### config.mk
export PLATFORM = sky130hd
export DESIGN_NAME = bcd2bin_sequential_fsm_flat
export DESIGN_NICKNAME = d
export VERILOG_FILES = /design/src/rtl/bcd2bin_pkg.sv /design/src/rtl/bcd2bin_sequential_fsm_if.sv /design/src/rtl/bcd_nibble_corr.sv /design/src/rtl/bcd2bin_sequential_fsm.sv /design/src/flat_wrapper.sv
export SDC_FILE = /design/constraint.sdc
export NUM_CORES = 1
export LEC_CHECK = 0
export ABC_AREA = 0
export CAP_MARGIN = 20
export CORE_MARGIN = 1
export CORE_UTILIZATION = 30
export CTS_CLUSTER_DIAMETER = 30
export DETAILED_ROUTE_END_ITERATION = 6
export PLACE_DENSITY_LB_ADDON = 0.08
export SKIP_CTS_REPAIR_TIMING = 1
export SLEW_MARGIN = 10
export SYNTH_ARGS = -nofsm -noshare
export SYNTH_HDL_FRONTEND = slang
export SYNTH_SLANG_ARGS = --single-unit
export TNS_END_PERCENT = 1
### constraint.sdc
create_clock -name clk -period 1.8 [get_ports clk]
set_input_delay 0.36 -clock clk [delete_from_list [all_inputs] [get_ports clk]]
set_output_delay 0.36 -clock clk [all_outputs]
set_load 0.005 [all_outputs]
### src/rtl/bcd2bin_pkg.sv
// Shared definitions for the BCD-to-binary converter.
//   - state_e      : FSM states of the converter (idle, shifting, result cycle)
//   - DEFAULT_*    : default operand/result sizing (6 BCD digits -> 19-bit binary)
package bcd2bin_pkg;

    localparam int unsigned DEFAULT_DIGITS = 6;
    localparam int unsigned DEFAULT_BIN_W  = 19;
    localparam int unsigned DEFAULT_CNT_W  = $clog2(DEFAULT_BIN_W);

    typedef enum logic [1:0] {
        StIdle  = 2'd0,
        StShift = 2'd1,
        StDone  = 2'd2
    } state_e;

endpackage

### src/rtl/bcd2bin_sequential_fsm_if.sv
// Start/busy/done handshake bundle of the BCD-to-binary converter.
//   start : request a conversion (master -> slave)
//   bcd   : packed BCD operand, digit 0 in [3:0] (master -> slave)
//   bin   : binary result, held until the next completion (slave -> master)
//   busy  : conversion in progress (slave -> master)
//   done  : single-cycle completion pulse (slave -> master)
//   ovf   : operand does not fit in BIN_W bits (slave -> master)
//   err   : operand contained a non-decimal digit (slave -> master)
interface bcd2bin_sequential_fsm_if
    import bcd2bin_pkg::*;
#(
    parameter int unsigned DIGITS = DEFAULT_DIGITS,
    parameter int unsigned BIN_W  = DEFAULT_BIN_W
);

    logic                  start;
    logic [4*DIGITS-1:0]   bcd;
    logic [BIN_W-1:0]      bin;
    logic                  busy;
    logic                  done;
    logic                  ovf;
    logic                  err;

    modport master (
        output start, bcd,
        input  bin, busy, done, ovf, err
    );

    modport slave (
        input  start, bcd,
        output bin, busy, done, ovf, err
    );

endinterface

### src/rtl/bcd_nibble_corr.sv
// Reverse double-dabble digit correction: after a right shift, a BCD nibble of
// 8 or more carried a '10' (worth 5 after halving) from the digit above, which
// shows up as 8; subtracting 3 turns it back into a valid 5.
//   nib_i : shifted BCD nibble
//   nib_o : corrected nibble
module bcd_nibble_corr (
    input  logic [3:0] nib_i,
    output logic [3:0] nib_o
);

    always_comb begin
        nib_o = nib_i;
        if (nib_i[3]) begin
            nib_o = nib_i - 4'd3;
        end
    end

endmodule

### src/rtl/bcd2bin_sequential_fsm.sv
// Multi-cycle BCD-to-binary converter (reverse double-dabble, one bit per clock).
// Ports:
//   clk : system clock, rising edge
//   rst : synchronous active-high reset
//   bus : start/bcd in, bin/busy/done/ovf/err out (slave modport)
// Build option: define BCD2BIN_DIGIT_CHECK_EN to flag operands containing a
// nibble > 9; such conversions complete with err=1 and bin=0. Without it err
// is tied low and invalid nibbles are converted arithmetically.
module bcd2bin_sequential_fsm
    import bcd2bin_pkg::*;
#(
    parameter int unsigned DIGITS = DEFAULT_DIGITS,
    parameter int unsigned BIN_W  = DEFAULT_BIN_W
) (
    input  logic                      clk,
    input  logic                      rst,
    bcd2bin_sequential_fsm_if.slave   bus
);

    localparam int unsigned SR_W = 4 * DIGITS + BIN_W;
    localparam int unsigned CNT_W = $clog2(BIN_W);

    state_e             state_q, state_d;
    logic [SR_W-1:0]    sr_q, sr_d;
    logic [CNT_W-1:0]   cnt_q, cnt_d;
    logic [BIN_W-1:0]   bin_q, bin_d;
    logic               busy_q, busy_d;
    logic               done_q, done_d;
    logic               ovf_q, ovf_d;

    logic [SR_W-1:0]    sr_shift;
    logic [SR_W-1:0]    sr_corr;

    // One step: shift right, then fix every BCD digit in parallel.
    assign sr_shift = sr_q >> 1;
    assign sr_corr[BIN_W-1:0] = sr_shift[BIN_W-1:0];

    for (genvar g = 0; g < DIGITS; g++) begin : g_corr
        bcd_nibble_corr u_corr (
            .nib_i (sr_shift[BIN_W + 4*g +: 4]),
            .nib_o (sr_corr[BIN_W + 4*g +: 4])
        );
    end

`ifdef BCD2BIN_DIGIT_CHECK_EN
    logic err_q, err_d;
    logic err_pend_q, err_pend_d;
    logic bad_digit;

    always_comb begin
        bad_digit = 1'b0;
        for (int i = 0; i < int'(DIGITS); i++) begin
            if (bus.bcd[4*i +: 4] > 4'd9) begin
                bad_digit = 1'b1;
            end
        end
    end
`endif

    always_comb begin
        state_d = state_q;
        sr_d    = sr_q;
        cnt_d   = cnt_q;
        bin_d   = bin_q;
        busy_d  = busy_q;
        done_d  = 1'b0;
        ovf_d   = ovf_q;
`ifdef BCD2BIN_DIGIT_CHECK_EN
        err_d      = err_q;
        err_pend_d = err_pend_q;
`endif

        unique case (state_q)
            StIdle, StDone: begin
                state_d = StIdle;
                busy_d  = 1'b0;
                if (bus.start) begin
                    state_d = StShift;
                    sr_d    = {bus.bcd, {BIN_W{1'b0}}};
                    cnt_d   = '0;
                    busy_d  = 1'b1;
`ifdef BCD2BIN_DIGIT_CHECK_EN
                    err_pend_d = bad_digit;
`endif
                end
            end

            StShift: begin
                sr_d  = sr_corr;
                cnt_d = cnt_q + CNT_W'(1);
                if (cnt_q == CNT_W'(BIN_W - 1)) begin
                    // Final shift: results are captured from this step's value.
                    state_d = StDone;
                    busy_d  = 1'b0;
                    done_d  = 1'b1;
                    bin_d   = sr_corr[BIN_W-1:0];
                    ovf_d   = |sr_corr[SR_W-1:BIN_W];
`ifdef BCD2BIN_DIGIT_CHECK_EN
                    err_d = err_pend_q;
                    if (err_pend_q) begin
                        bin_d = '0;
                        ovf_d = 1'b0;
                    end
`endif
                end
            end

            default: begin
                state_d = StIdle;
                busy_d  = 1'b0;
            end
        endcase
    end

    always_ff @(posedge clk) begin
        if (rst) begin
            state_q <= StIdle;
            sr_q    <= '0;
            cnt_q   <= '0;
            bin_q   <= '0;
            busy_q  <= 1'b0;
            done_q  <= 1'b0;
            ovf_q   <= 1'b0;
`ifdef BCD2BIN_DIGIT_CHECK_EN
            err_q      <= 1'b0;
            err_pend_q <= 1'b0;
`endif
        end else begin
            state_q <= state_d;
            sr_q    <= sr_d;
            cnt_q   <= cnt_d;
            bin_q   <= bin_d;
            busy_q  <= busy_d;
            done_q  <= done_d;
            ovf_q   <= ovf_d;
`ifdef BCD2BIN_DIGIT_CHECK_EN
            err_q      <= err_d;
            err_pend_q <= err_pend_d;
`endif
        end
    end

    assign bus.bin  = bin_q;
    assign bus.busy = busy_q;
    assign bus.done = done_q;
    assign bus.ovf  = ovf_q;
`ifdef BCD2BIN_DIGIT_CHECK_EN
    assign bus.err  = err_q;
`else
    assign bus.err  = 1'b0;
`endif

endmodule

### src/flat_wrapper.sv
// flat-port wrapper written by rule: the top's interface ports become plain ports
module bcd2bin_sequential_fsm_flat import bcd2bin_pkg::*;
#(
    parameter int unsigned DIGITS = DEFAULT_DIGITS,
    parameter int unsigned BIN_W  = DEFAULT_BIN_W
)
  (clk, rst, bus_start, bus_bcd, bus_bin, bus_busy, bus_done, bus_ovf, bus_err);
  bcd2bin_sequential_fsm_if #(.DIGITS(DIGITS), .BIN_W(BIN_W)) bus_i ();
  input  logic clk;
  input  logic rst;
  input wire logic [$bits(bus_i.start)-1:0] bus_start;
  input wire logic [$bits(bus_i.bcd)-1:0] bus_bcd;
  output wire logic [$bits(bus_i.bin)-1:0] bus_bin;
  output wire logic [$bits(bus_i.busy)-1:0] bus_busy;
  output wire logic [$bits(bus_i.done)-1:0] bus_done;
  output wire logic [$bits(bus_i.ovf)-1:0] bus_ovf;
  output wire logic [$bits(bus_i.err)-1:0] bus_err;
  assign bus_i.start = bus_start;
  assign bus_i.bcd = bus_bcd;
  assign bus_bin = bus_i.bin;
  assign bus_busy = bus_i.busy;
  assign bus_done = bus_i.done;
  assign bus_ovf = bus_i.ovf;
  assign bus_err = bus_i.err;
  bcd2bin_sequential_fsm #(.DIGITS(DIGITS), .BIN_W(BIN_W)) u_core (.clk(clk), .rst(rst), .bus(bus_i));
endmodule
* After elaboration in Yosys (flattened, before gate mapping) *
Cells that the tools add are included.

storage, ports and cells
  flip-flop bits (word level) = 72
  bits of input ports = 27
  output and inout port bits = 23

cells by class
  equal/unequal tests = 5
  bitwise logic cells = 1
  reduce and logical (&&, ||, !) cells = 7
  muxes and demuxes = 16
  add/sub/neg operators = 6

operators with widths
  operator             count
  $pmux 43 s2          1
  $mux 43              1
  $reduce_or 23->1     1
  $mux 4               5
  $sub 4x2->4 const B  5
  $pmux 5 s2           1
  $add 5x1->5 const B  1
  $eq 5x5->1 const B   1
  $mux 5               1
  $mux 1               4
  $pmux 2 s2           1
  $reduce_and 2->1     2
  $reduce_or 2->1      2
  $eq 2x1->1 const B   1
  $eq 2x2->1 const B   1
  $logic_not 2->1      1
  $mux 2               1
  $ne 2x1->1 const B   1
  $ne 2x2->1 const B   1
  $pmux 1 s2           1
  $reduce_bool 2->1    1
  $not 1->1            1

* Longest topological paths before layout *
Gate-level depths: netlist (run 1).

  depth after elaboration = 4
  mapped depth = 7

* Modules after synthesis *
A second synthesis (run 1) with hierarchy kept.

second synthesis, totals
  cell total of the unflattened synthesis = 376
  area, all modules = 3,195.6 sq um

by module, submodules not included
  module                  times used  seq. area each (sq um)  area an instance (sq um)  cells an instance
  bcd2bin_sequential_fsm  1           1,421.4                 2,820.2                   334
  bcd_nibble_corr         6           0.0                     62.6                      7

* Worst setup path before layout (run 1) *
OpenSTA, ideal clock, no wires.

  path type = flip-flop to flip-flop
  start point = register u_core.cnt_q[0]
  end point = register u_core.ovf_q, in the netlist u_core.bus.ovf
  cell stages (with the launch flop) = 7
  data arrival time = 1.233 ns
  buffers on the path = 0
  setup slack = 0.436 ns
  data required time = 1.668 ns
  cell sequence = dfxtp_1 -> inv_1 -> ha_1 -> nand4bb_1 -> or2_4 -> nor4_2 -> a31oi_1

on the way
  word-level cells in the longest chain between the ends = 2

ends and longest elaborated chain
  what                        line                           source
  start, declared             bcd2bin_sequential_fsm.sv:25   logic [CNT_W-1:0] cnt_q, cnt_d;
  start signal, assigned      bcd2bin_sequential_fsm.sv:131  cnt_q <= cnt_d;
  $eq 5x5->1                  bcd2bin_sequential_fsm.sv:91   if (cnt_q == CNT_W'(BIN_W - 1)) begin
  $reduce_and 2->1 (no line)  n/a
  end signal, assigned        bcd2bin_sequential_fsm.sv:135  ovf_q <= ovf_d;
  end, declared               bcd2bin_sequential_fsm.sv:29   logic ovf_q, ovf_d;

Every way passes these cells.
A chain may end at the register's enable or synchronous reset.

* Worst setup path after layout (run 1) *
  start point = register u_core.sr_q[28]
  end point = register u_core.ovf_q, in the netlist u_core.bus.ovf

on the way
  word-level cells in the longest chain between the ends = 3

ends and longest elaborated chain
  what                    line                           source
  start, declared         bcd2bin_sequential_fsm.sv:24   logic [SR_W-1:0] sr_q, sr_d;
  start signal, assigned  bcd2bin_sequential_fsm.sv:130  sr_q <= sr_d;
  $sub 4x2->4             bcd_nibble_corr.sv:14          nib_o = nib_i - 4'd3;
  $mux 4 *                bcd_nibble_corr.sv:13          if (nib_i[3]) begin
  $reduce_or 23->1 *      bcd2bin_sequential_fsm.sv:97   ovf_d = |sr_corr[SR_W-1:BIN_W];

Mark *: on every way between the ends. The rest lies on a longest branch, timed or not.

==> metrics.md, run 1 <==
| Metric | Value |
|---|---|
| Worst slew margin | `between 60% and 70%` |
| EDFF count, synth | `0` |
| Fraction of layout cells with a size suffix above 1 | `under 10%` |
| I/O pin cnt | `50` |
| Final RePlAce weighted congestion | `0.725` |
| GRT overflow | `0` |
| Gr usage total | `15.5%` |
| Pint | `between 2 and 3 mW` |
| Wire length of the first global-routing pass | `12.5 mm` |
| Clock Skew | `around 0.011 ns` |
| Required time of the worst setup path | `between 2 and 2.5 ns` |
| Syn nets | `roughly 390` |
| Top_reg_cell synth | `dfxtp_1` |
| Fin util | `approximately two fifths` |
| Synth top area cells | `dfxtp_1, a22oi_1, nand2_1` |
| Crit Path Class | `flip-flop to flip-flop` |
| Post-synth top cells | `dfxtp_1, nand2_1, nor2_1` |
| Drt total wl | `about 7.5 mm` |
| Slew Viols, Final | `0` |
| I/O Buffers | `48` |
| TritonCTS Buffers | `9` |
| Tightest Pin Transition | `0.524 ns` |
| DP Worst Slack | `-0.0405 ns` |
| Initial Util | `between 30% and 40%` |
| Largest area contributor in the netlist | `dfxtp_1` |
| Fin crit period | `roughly 1.7 ns` |
| Setup ws final | `slightly below 0.1 ns` |
| Net Sw Power | `between 0.9 and 1 mW` |
| Clk sinks | `71` |
| Syn Area/Cell | `8.45 sq um` |
| Arrival time at the worst endpoint | `about 1.9 ns` |
| Ant. Diodes | `0` |
| Critical path launch point type | `flip-flop` |
| Mapped Cells | `~360` |
| Max_cap viols | `0` |
| CTS tree | `built` |
| Die X | `roughly 100 um` |
| #FFs+latches synth | `71` |
| Die height | `about 100 um` |
| Rows | `36` |
| Max H-tree Level | `3` |
| HP Class | `input port to flip-flop` |
| Async set-reset flop share out of synthesis | `0%` |
| CORE AREA | `0.00977 sq mm` |
| Post-layout net count | `437` |
| Skew-Pair Late Insertion Delay | `roughly 0.35 ns` |
| Dpl hpwl | `4.95 mm` |
| Post-synthesis cell type count | `38` |
| Post-route antenna net violation count | `0` |
| WL/cell | `~14 um` |
| Critical path endpoint category | `flip-flop` |
| Sw Share | `between 20% and 30%` |
| Most common cell in the netlist | `dfxtp_1` |
| Reg power frac | `around 47%` |
| Leak | `between 1 and 1.5 nW` |
| Final hold vios | `0` |
| Max VDD drop | `335 uV` |
| Register area share after synthesis | `between 40 and 50%` |
| Vias in the first global route | `around 2.6k` |
| Logic pwr share | `between 10% and 20%` |
| Syn Std Cell Area | `roughly 0.0030 sq mm` |
| Initial DRC count | `70` |
| Outcome | `finished clean` |
| First-pass iteration count of the detailed router | `4` |
| Die Area | `0.0105 sq mm` |
| Worst hold slack | `about 0.43 ns` |
| Largest net degree at the start of global routing | `30` |
| RSZ-0062 raised after global routing | `no` |
| Clock-pin slew of the registers on the worst-case setup and hold paths | `around 0.080 ns` |
| Synth warnings | `0` |
| Yosys top cell area share | `between 40% and 50%` |
| DRC violations left | `0` |
| Clock Tree Root | `clkbuf_8` |
| Worst-path fanout max | `2` |
| Final setup viols | `0` |
| Period utilisation layout | `94.6%` |
| CTS max path bufs | `2` |
| Clk pwr share | `39.7%` |
| DR vias | `around 2.6k` |
| Pwr Density | `roughly 910 mW/mm^2` |
| Initial antenna violation count | `0` |
| Area Growth Syn to Fin | `29.4%` |
| Reg-to-reg slack, setup | `0.1 ns` |
| Fmax | `between 0.5 and 0.6 GHz` |
| Setup_tns | `0 ns` |
| Via/cell ratio | `~4.8` |
stage by stage:
step,std cells,cell area [sq um],total power [mW]
after detailed placement,525,3700,2.18
after CTS,541,3920,3.60
final,541,3920,3.56
after global placement,525,3700,2.18
after floorplan,358,3030,1.99
after global routing,541,3920,3.74
per-layer routing:
metal,GRT usage [%],share of wire [%],vias to the layer above
li1,-,-,1333
met1,21.1,52,1230
met2,23.8,44,40
met3,3.69,3.2,6
met4,5.27,1.1,0
met5,0,0,-
cells in the final DEF, fill, tap and decap left out, types with 4 or more instances in the layout:
| cell | Yosys | layout |
|---|---|---|
| inv_1 | 4 | 4 |
| a31oi_1 | 6 | 6 |
| dfxtp_1 | 71 | 71 |
| a22oi_1 | 29 | 29 |
| buf_4 | 2 | 13 |
| clkdlybuf4s50_1 | 0 | 47 |
| xnor2_1 | 9 | 9 |
| nor3_1 | 4 | 4 |
| nand2_1 | 54 | 54 |
| nand3_1 | 4 | 4 |
| nand2b_1 | 7 | 7 |
| nor2_1 | 49 | 49 |
| buf_12 | 0 | 4 |
| nor4_1 | 4 | 4 |
| nand4_1 | 4 | 4 |
| mux2i_1 | 5 | 5 |
| ha_1 | 7 | 7 |
| clkbuf_8 | 0 | 9 |
| a21oi_1 | 39 | 39 |
| a221oi_1 | 10 | 10 |
logic make-up after synthesis:
logic type | count (synthesis) | share of synthesized area (%)
compound gates | 91 | 19.5
mux | 5 | 1.65
flops | 71 | 47.0
xor+xnor | 10 | 2.90
buf+inv | 35 | 5.58
fa+ha+maj | 7 | 2.89
other cells | 1 | 0.124
simple gates | 138 | 20.4
worst paths after layout:
path | depth (start not counted) | startpoint | endpoint
max | 6 | u_core.sr_q[28] | u_core.bus.ovf
min reg2reg | 2 | u_core.bus.bin[0] | u_core.bus.bin[0]
max reg2reg | 6 | u_core.sr_q[28] | u_core.bus.ovf
min | 2 | rst | u_core.state_q[1]
power groups by stage:
stage | logic, mW | clock network [mW] | registers, mW
after global routing | 0.520 | 1.54 | 1.68
after CTS | 0.474 | 1.45 | 1.68
after floorplan | 0.301 | 0 | 1.69
after detailed placement | 0.471 | 0 | 1.71
final | 0.467 | 1.41 | 1.68
after global placement | 0.468 | 0 | 1.71
registers in the layout, summed over array words and instances (netlist names):
signal and cells:
u_core.sr_q 42, u_core.bus.done 1, u_core.state_q 2, u_core.cnt_q 5, u_core.bus.busy 1, u_core.bus.ovf 1
u_core.bus.bin 19
worst max-delay path, cell delays in order, from the launching register on:
cell	delay (ns)
dfxtp_1	0.33
ha_1	0.32
inv_1	0.06
a31oi_1	0.09
a2111oi_0	0.50
buf_4	0.20
a31oi_1	0.07
cell type report:
cell class | instances | area (sq um)
fill | 1042 | 5860
multi-input combinational | 252 | 1440
sequential | 71 | 1420
timing repair buffer | 65 | 653
tap | 133 | 166
clock buffer | 9 | 124
clock inverter | 7 | 96.3
inverter | 4 | 15.0
Power figures use the tool's default switching activity.
==> run 2, diff against run 1 <==
- CORE_UTILIZATION: 30 -> 47
==> run 2 against run 1 <==
  * Sequential cell count is the same
  * Largest power group unchanged
  * Critical endpoint unchanged
  * Non-clock buffer count shrank 1
  * Clock power shrank 24%
  * Wire length shrank 11%
==> metrics.md, run 2 (synthesis results as in run 1) <==
| Metric | Value |
|---|---|
| Outcome | `finished clean` |
| Worst hold slack | `0.339 ns (-0.0938 ns)` |
| Fmax | `0.620 GHz (+5.7%)` |
| TritonCTS Buffers | `9 (unchanged)` |
| Clk sinks | `71 (unchanged)` |
| Leak | `1.35 nW (-2.5%)` |
| CORE AREA | `0.00606 sq mm (-38%)` |
| Final RePlAce weighted congestion | `0.789 (+8.8%)` |
| Met3 GRT Util | `7.36% (+3.7 points)` |
| Crit Path Class | `flip-flop to flip-flop` |
| Buffers plus inverters on the worst setup path | `0 (-2)` |
| Tightest Pin Transition | `0.491 ns (-0.0329 ns)` |
| Pwr Density | `848 mW/mm^2 (-6.6%)` |
| Critical path endpoint category | `flip-flop` |
| R2r endpoint | `u_core.bus.ovf` |
| Post-layout net count | `436 (-0.23%)` |
| I/O pin cnt | `50 (unchanged)` |
| Post-route antenna net violation count | `0 (unchanged)` |
| Skew-Pair Late Insertion Delay | `0.34 ns (about the same)` |
| Max_cap viols | `0 (unchanged)` |
| RSZ-0062 raised after global routing | `no` |
| DR vias | `2641 (+1.2%)` |
| Crit path max-delay family | `flip-flops` |
| Largest net degree at the start of global routing | `30 (unchanged)` |
| First-pass iteration count of the detailed router | `4 (unchanged)` |
| Drt total wl | `6.65 mm (-11%)` |
| Worst path slowest cell | `dfxtp_1` |
| Multi-input combinational cell area | `0.00144 sq mm (unchanged)` |
| GR peak layer | `met2` |
| Die Area | `0.00676 sq mm (-36%)` |
| Die X | `82.2 um (-20%)` |
| Required time of the worst setup path | `2.02 ns (about the same)` |
| Max H-tree Level | `3 (unchanged)` |
| DP Area | `0.00360 sq mm (-2.5%)` |
| Fraction of layout cells with a size suffix above 1 | `9.09% (-0.47 points)` |
| Critical path launch point type | `flip-flop` |
| DRC violations left | `0 (unchanged)` |
| Final hold vios | `0 (unchanged)` |
| Initial antenna violation count | `0 (unchanged)` |
| Worst-path fanout max | `6 (+4)` |
| CTS max path bufs | `2 (unchanged)` |
| Post-route cell area | `0.00377 sq mm (-3.8%)` |
| Critical Path Sink | `u_core.bus.ovf` |
| Wire length of the first global-routing pass | `10.7 mm (-15%)` |
| Worst-path cell chain | `ha_1, mux2i_1, nand2_1, nor4_1, a31oi_1` |
| Dpl hpwl | `4.50 mm (-9.2%)` |
| Area Growth Syn to Fin | `24.6%` |
| Ant. Diodes | `0 (unchanged)` |
| Number of fillers in the final layout | `552 (-47%)` |
| Period utilisation layout | `89.5% (-5.1 points)` |
| Met2 Track Usage GR | `32.8% (+9.0 points)` |
| Arrival time at the worst endpoint | `1.83 ns (-0.09 ns)` |
| CP max stage delay | `0.45 ns (-0.05 ns)` |
| Clock-pin slew of the registers on the worst-case setup and hold paths | `0.08 ns (about the same)` |
| Reg2Reg Depth | `5 (-1)` |
| Die height | `82.2 um (-20%)` |
| Commonest cells after routing, fill and taps aside | `dfxtp_1, nand2_1, nor2_1` |
| Clock Skew | `0.00672 ns (-0.00431 ns)` |
| Rows | `28 (-22%)` |
| CTS tree | `built` |
| Fin crit period | `1.61 ns (-0.0913 ns)` |
| HP Class | `input port to flip-flop` |
| Slew Viols, Final | `0 (unchanged)` |
| GRT overflow | `0 (unchanged)` |
| Reg-to-Reg Start | `u_core.sr_q[24]` |
| Seq. cell area | `0.00142 sq mm (unchanged)` |
| Initial Util | `49.9% (+19 points)` |
| WL/cell | `13.8 um (-0.25%)` |
| Worst slew margin | `66.4% (+2.2 points)` |
| Met1 usage | `28.0% (+6.9 points)` |
| Reg-to-reg slack, setup | `0.19 ns (+0.09 ns)` |
| Initial DRC count | `165 (+140%)` |
| Largest register FFs | `42 (unchanged)` |
| Via/cell ratio | `5.48 (+14%)` |
| Most common cell after layout, fill and taps aside | `dfxtp_1` |
| Gr usage total | `21.2% (+5.8 points)` |
| CP Launch Point | `u_core.sr_q[24]` |
| Clock Tree Root | `clkbuf_8` |
| Final setup viols | `0 (unchanged)` |
| Max VDD drop | `522 uV (+56%)` |
| Vias in the first global route | `2269 (-12%)` |
| I/O Buffers | `48 (unchanged)` |
| Biggest register | `u_core.sr_q` |
| Worst path depth | `5 (-1)` |
| Total power | `3.20 mW (-10%)` |
-- run 2: cell types whose count changed in the layout (fill, tap and decap cells not counted) --
cell / before / now
inv_6: 1 / 0
bufinv_16: 2 / 0
buf_12: 4 / 3
clkinv_2: 2 / 4
clkbuf_1: 0 / 1
-- run 2: routing by layer --
layer,part of all wire (%),vias to the layer above
met1,49,1241
met3,5.1,4
met2,45,58
met4,0.57,0
li1,-,1338
met5,0,-
-- run 2: how the worst min path moves through the flow --
stage | from | endpoint | slack (ns) | cells past startpoint
after floorplan | u_core.sr_q[1] | u_core.bus.bin[0] | 0.43 | 2
after global placement | u_core.bus.bin[3] | u_core.bus.bin[3] | 0.45 | 2
after detailed placement | u_core.bus.bin[9] | u_core.bus.bin[9] | 0.45 | 2
after CTS | rst | u_core.sr_q[16] | 0.33 | 2
after global routing | rst | u_core.sr_q[13] | 0.33 | 2
final | rst | u_core.sr_q[15] | 0.34 | 2
-- run 2: cell type report --
| cell class | count | area share, % |
|---|---|---|
| Tap cell | 75 | 2.49 |
| Timing Repair Buffer | 64 | 16.8 |
| Multi-Input combinational cell | 252 | 38.2 |
| Inverter | 4 | 0.398 |
| Clock buffer | 10 | 3.39 |
| Clock inverter | 6 | 0.996 |
| Sequential cell | 71 | 37.7 |
-- run 2: report_power, final --
part / internal (mW) / switching [mW] / leakage (nW) / total [mW]
clock network: 0.495 / 0.578 / 0.0898 / 1.07
logic: 0.213 / 0.224 / 0.684 / 0.437
registers: 1.62 / 0.0679 / 0.576 / 1.69
total: 2.33 / 0.869 / 1.35 / 3.20
-- run 2: metrics by stage --
step                setup WS, ns  setup TNS, ns  instances  utilization [%]
floorplan                  0.436              0        358                -
global placement          0.0472              0        466             59.5
detailed placement      -0.00559       -0.00559        466             59.5
CTS                        0.195              0        482             62.2
global route              0.0605              0        482             62.2
finish                     0.188              0        482             62.2
==> run 3, diff against run 2 <==
- SLEW_MARGIN: 10 -> default
- clock period: 1.8 -> 1.9 ns (I/O delays scaled with it)
==> run 3 against run 2 <==
  * Utilization shrank 0.17 points
  * Setup slack gained 0.11 ns
  * Register-to-register slack gained 0.12 ns
  * Sequential cell count is the same
  * Count of clock-buffer cells in the layout is the same
  * Clock power is essentially flat
  * Combinational power shrank 6.9%
  * Non-clock buffer count shrank 4
  * Critical path depth shrank 4
  * Clock skew is essentially flat
  * Global-route usage grew 0.82 points
  * Critical path type is now flip-flop to output pin
  * Largest cell class unchanged
==> metrics.md, run 3 (synthesis results as in run 1) <==
| Metric | Value |
|---|---|
| Period utilisation layout | `a little over four fifths` |
| Critical path endpoint category | `output pin` |
| CP max stage delay | `0.52 ns (+0.07 ns)` |
| TritonCTS Buffers | `9 (unchanged)` |
| Leak | `1.32 nW (-2.0%)` |
| Hold_sp | `u_core.bus.bin[2]` |
| I/O pin cnt | `50 (unchanged)` |
| Via/cell ratio | `5.42 (-1.0%)` |
| Clk sinks | `71 (unchanged)` |
| Reg2Reg Depth | `5 (unchanged)` |
| Die height | `82.2 um (unchanged)` |
| Post-route antenna net violation count | `0 (unchanged)` |
| Crit path max-delay family | `buffers and inverters` |
| DRC violations left | `0 (unchanged)` |
| Total power | `3.07 mW (-4.1%)` |
| Reg-to-reg slack, setup | `0.31 ns (+0.12 ns)` |
| Outcome | `finished clean` |
| Clock-pin slew of the registers on the worst-case setup and hold paths | `0.07 ns (about the same)` |
| Initial antenna violation count | `0 (unchanged)` |
| Gr usage total | `22.0% (+0.82 points)` |
| Post-layout net count | `432 (-0.92%)` |
| Slew Viols, Final | `0 (unchanged)` |
| WHS Endpoint | `u_core.bus.bin[2]` |
| Biggest register | `u_core.sr_q` |
| Seq. cell area | `0.00142 sq mm (unchanged)` |
| CTS max path bufs | `2 (unchanged)` |
| R2r endpoint | `u_core.sr_q[27]` |
| Clock Skew | `0.00658 ns (-0.000147 ns)` |
| Required time of the worst setup path | `1.52 ns (-0.50 ns)` |
| Reg power frac | `52.2% (-0.6 points)` |
| CP Launch Point | `u_core.bus.ovf` |
| Wire length of the first global-routing pass | `11.0 mm (+3.4%)` |
| CORE AREA | `0.00606 sq mm (unchanged)` |
| Drt total wl | `6.75 mm (+1.4%)` |
| Max_cap viols | `0 (unchanged)` |
| Fraction of layout cells with a size suffix above 1 | `8.19% (-0.90 points)` |
| DR vias | `2593 (-1.8%)` |
| Initial Util | `49.9% (unchanged)` |
| Rows | `28 (unchanged)` |
| Most common cell after layout, fill and taps aside | `dfxtp_1` |
| Number of fillers in the final layout | `546 (-1.1%)` |
| Die X | `82.2 um (unchanged)` |
| Largest net degree at the start of global routing | `34 (+13%)` |
| Setup_tns | `0 ns (unchanged)` |
| Clock Tree Root | `clkbuf_8` |
| First-pass iteration count of the detailed router | `4 (unchanged)` |
| Worst-path cell chain | `clkdlybuf4s50_1` |
| I/O Buffers | `48 (unchanged)` |
| Arrival time at the worst endpoint | `1.22 ns (-0.61 ns)` |
| RSZ-0062 raised after global routing | `no` |
| Critical path launch point type | `flip-flop` |
| Final RePlAce weighted congestion | `0.764 (-3.2%)` |
| Final hold vios | `0 (unchanged)` |
| Ant. Diodes | `0 (unchanged)` |
| Commonest cells after routing, fill and taps aside | `dfxtp_1, nand2_1, nor2_1` |
| Dpl hpwl | `4.41 mm (-1.9%)` |
| Fmax | `between 0.6 and 0.7 GHz` |
| HP Class | `flip-flop to flip-flop` |
| Multi-input combinational cell area | `0.00144 sq mm (unchanged)` |
| Worst path slowest cell | `clkdlybuf4s50_1` |
| Skew-Pair Late Insertion Delay | `0.34 ns (about the same)` |
| Vias in the first global route | `2307 (+1.7%)` |
| Largest register FFs | `42 (unchanged)` |
| Worst path depth | `1 (-4)` |
| Worst-path fanout max | `2 (-4)` |
| Max VDD drop | `603 uV (+15%)` |
| Area Growth Syn to Fin | `24.2%` |
| Die Area | `0.00676 sq mm (unchanged)` |
| WL/cell | `14.1 um (+2.2%)` |
| Pint | `2.21 mW (-4.8%)` |
| Buffers plus inverters on the worst setup path | `1 (+1)` |
| CTS tree | `built` |
| Clk pwr share | `34.5% (+0.9 points)` |
| Final setup viols | `0 (unchanged)` |
| Pwr Density | `816 mW/mm^2 (-3.8%)` |
| Max H-tree Level | `3 (unchanged)` |
| Reg-to-Reg Start | `u_core.state_q[0]` |
| Logic pwr share | `13.3% (-0.4 points)` |
| Crit Path Class | `flip-flop to output pin` |
| Hold Path Depth | `2 (unchanged)` |
| Net Sw Power | `0.852 mW (-2.0%)` |
| Sw Share | `27.8% (+0.59 points)` |
| Initial DRC count | `123 (-25%)` |
| Fin crit period | `approximately 1.6 ns` |
| GRT overflow | `0 (unchanged)` |
## run 3: worst reg2reg max path: cells and delay by family, from the launching register on
family	cells	cell delay, ns
simple gates	3	0.64
flops	1	0.38
compound gates	1	0.29
buf+inv	1	0.17
## run 3: final cells by class
cell class,count,area share [%]
multi-input combinational,252,38.3
inverter,4,0.399
clock buffer,10,3.40
timing repair buffer,60,16.4
clock inverter,6,1.20
sequential,71,37.8
tap,75,2.50
## run 3: through the flow
step	utilization, %	cell area (sq um)	hold slack [ns]	setup slack [ns]	instances
6_report	62.0	3760	0.455	0.302	478
5_1_grt	62.0	3760	0.451	0.179	478
4_1_cts	62.0	3760	0.443	0.270	478
3_5_place_dp	59.2	3590	0.448	0.0680	462
3_3_place_gp	59.2	3590	0.445	0.109	462
2_1_floorplan	-	3030	0.432	0.536	358
## run 3: worst max-delay path by stage
| stage | to | slack [ns] |
|---|---|---|
| global placement | u_core.sr_q[31] | 0.11 |
| CTS | u_core.sr_q[27] | 0.27 |
| detailed placement | u_core.sr_q[27] | 0.07 |
| floorplan | u_core.bus.ovf | 0.54 |
| global route | u_core.sr_q[27] | 0.18 |
| finish | bus_ovf | 0.30 |
## run 3: layer usage
metal | up-vias | global-route usage [%] | wire length (um)
li1 | 1319 | - | -
met3 | 6 | 7.25 | 322
met5 | - | 0 | 0
met1 | 1220 | 28.9 | 3280
met2 | 48 | 34.5 | 3070
met4 | 0 | 6.32 | 71
## run 3: power by group through the flow
stage	combinational, mW	sequential, mW	clock (mW)
2_1_floorplan	0.285	1.60	0
3_3_place_gp	0.404	1.63	0
3_5_place_dp	0.407	1.63	0
4_1_cts	0.410	1.60	1.10
5_1_grt	0.451	1.61	1.17
6_report	0.407	1.60	1.06
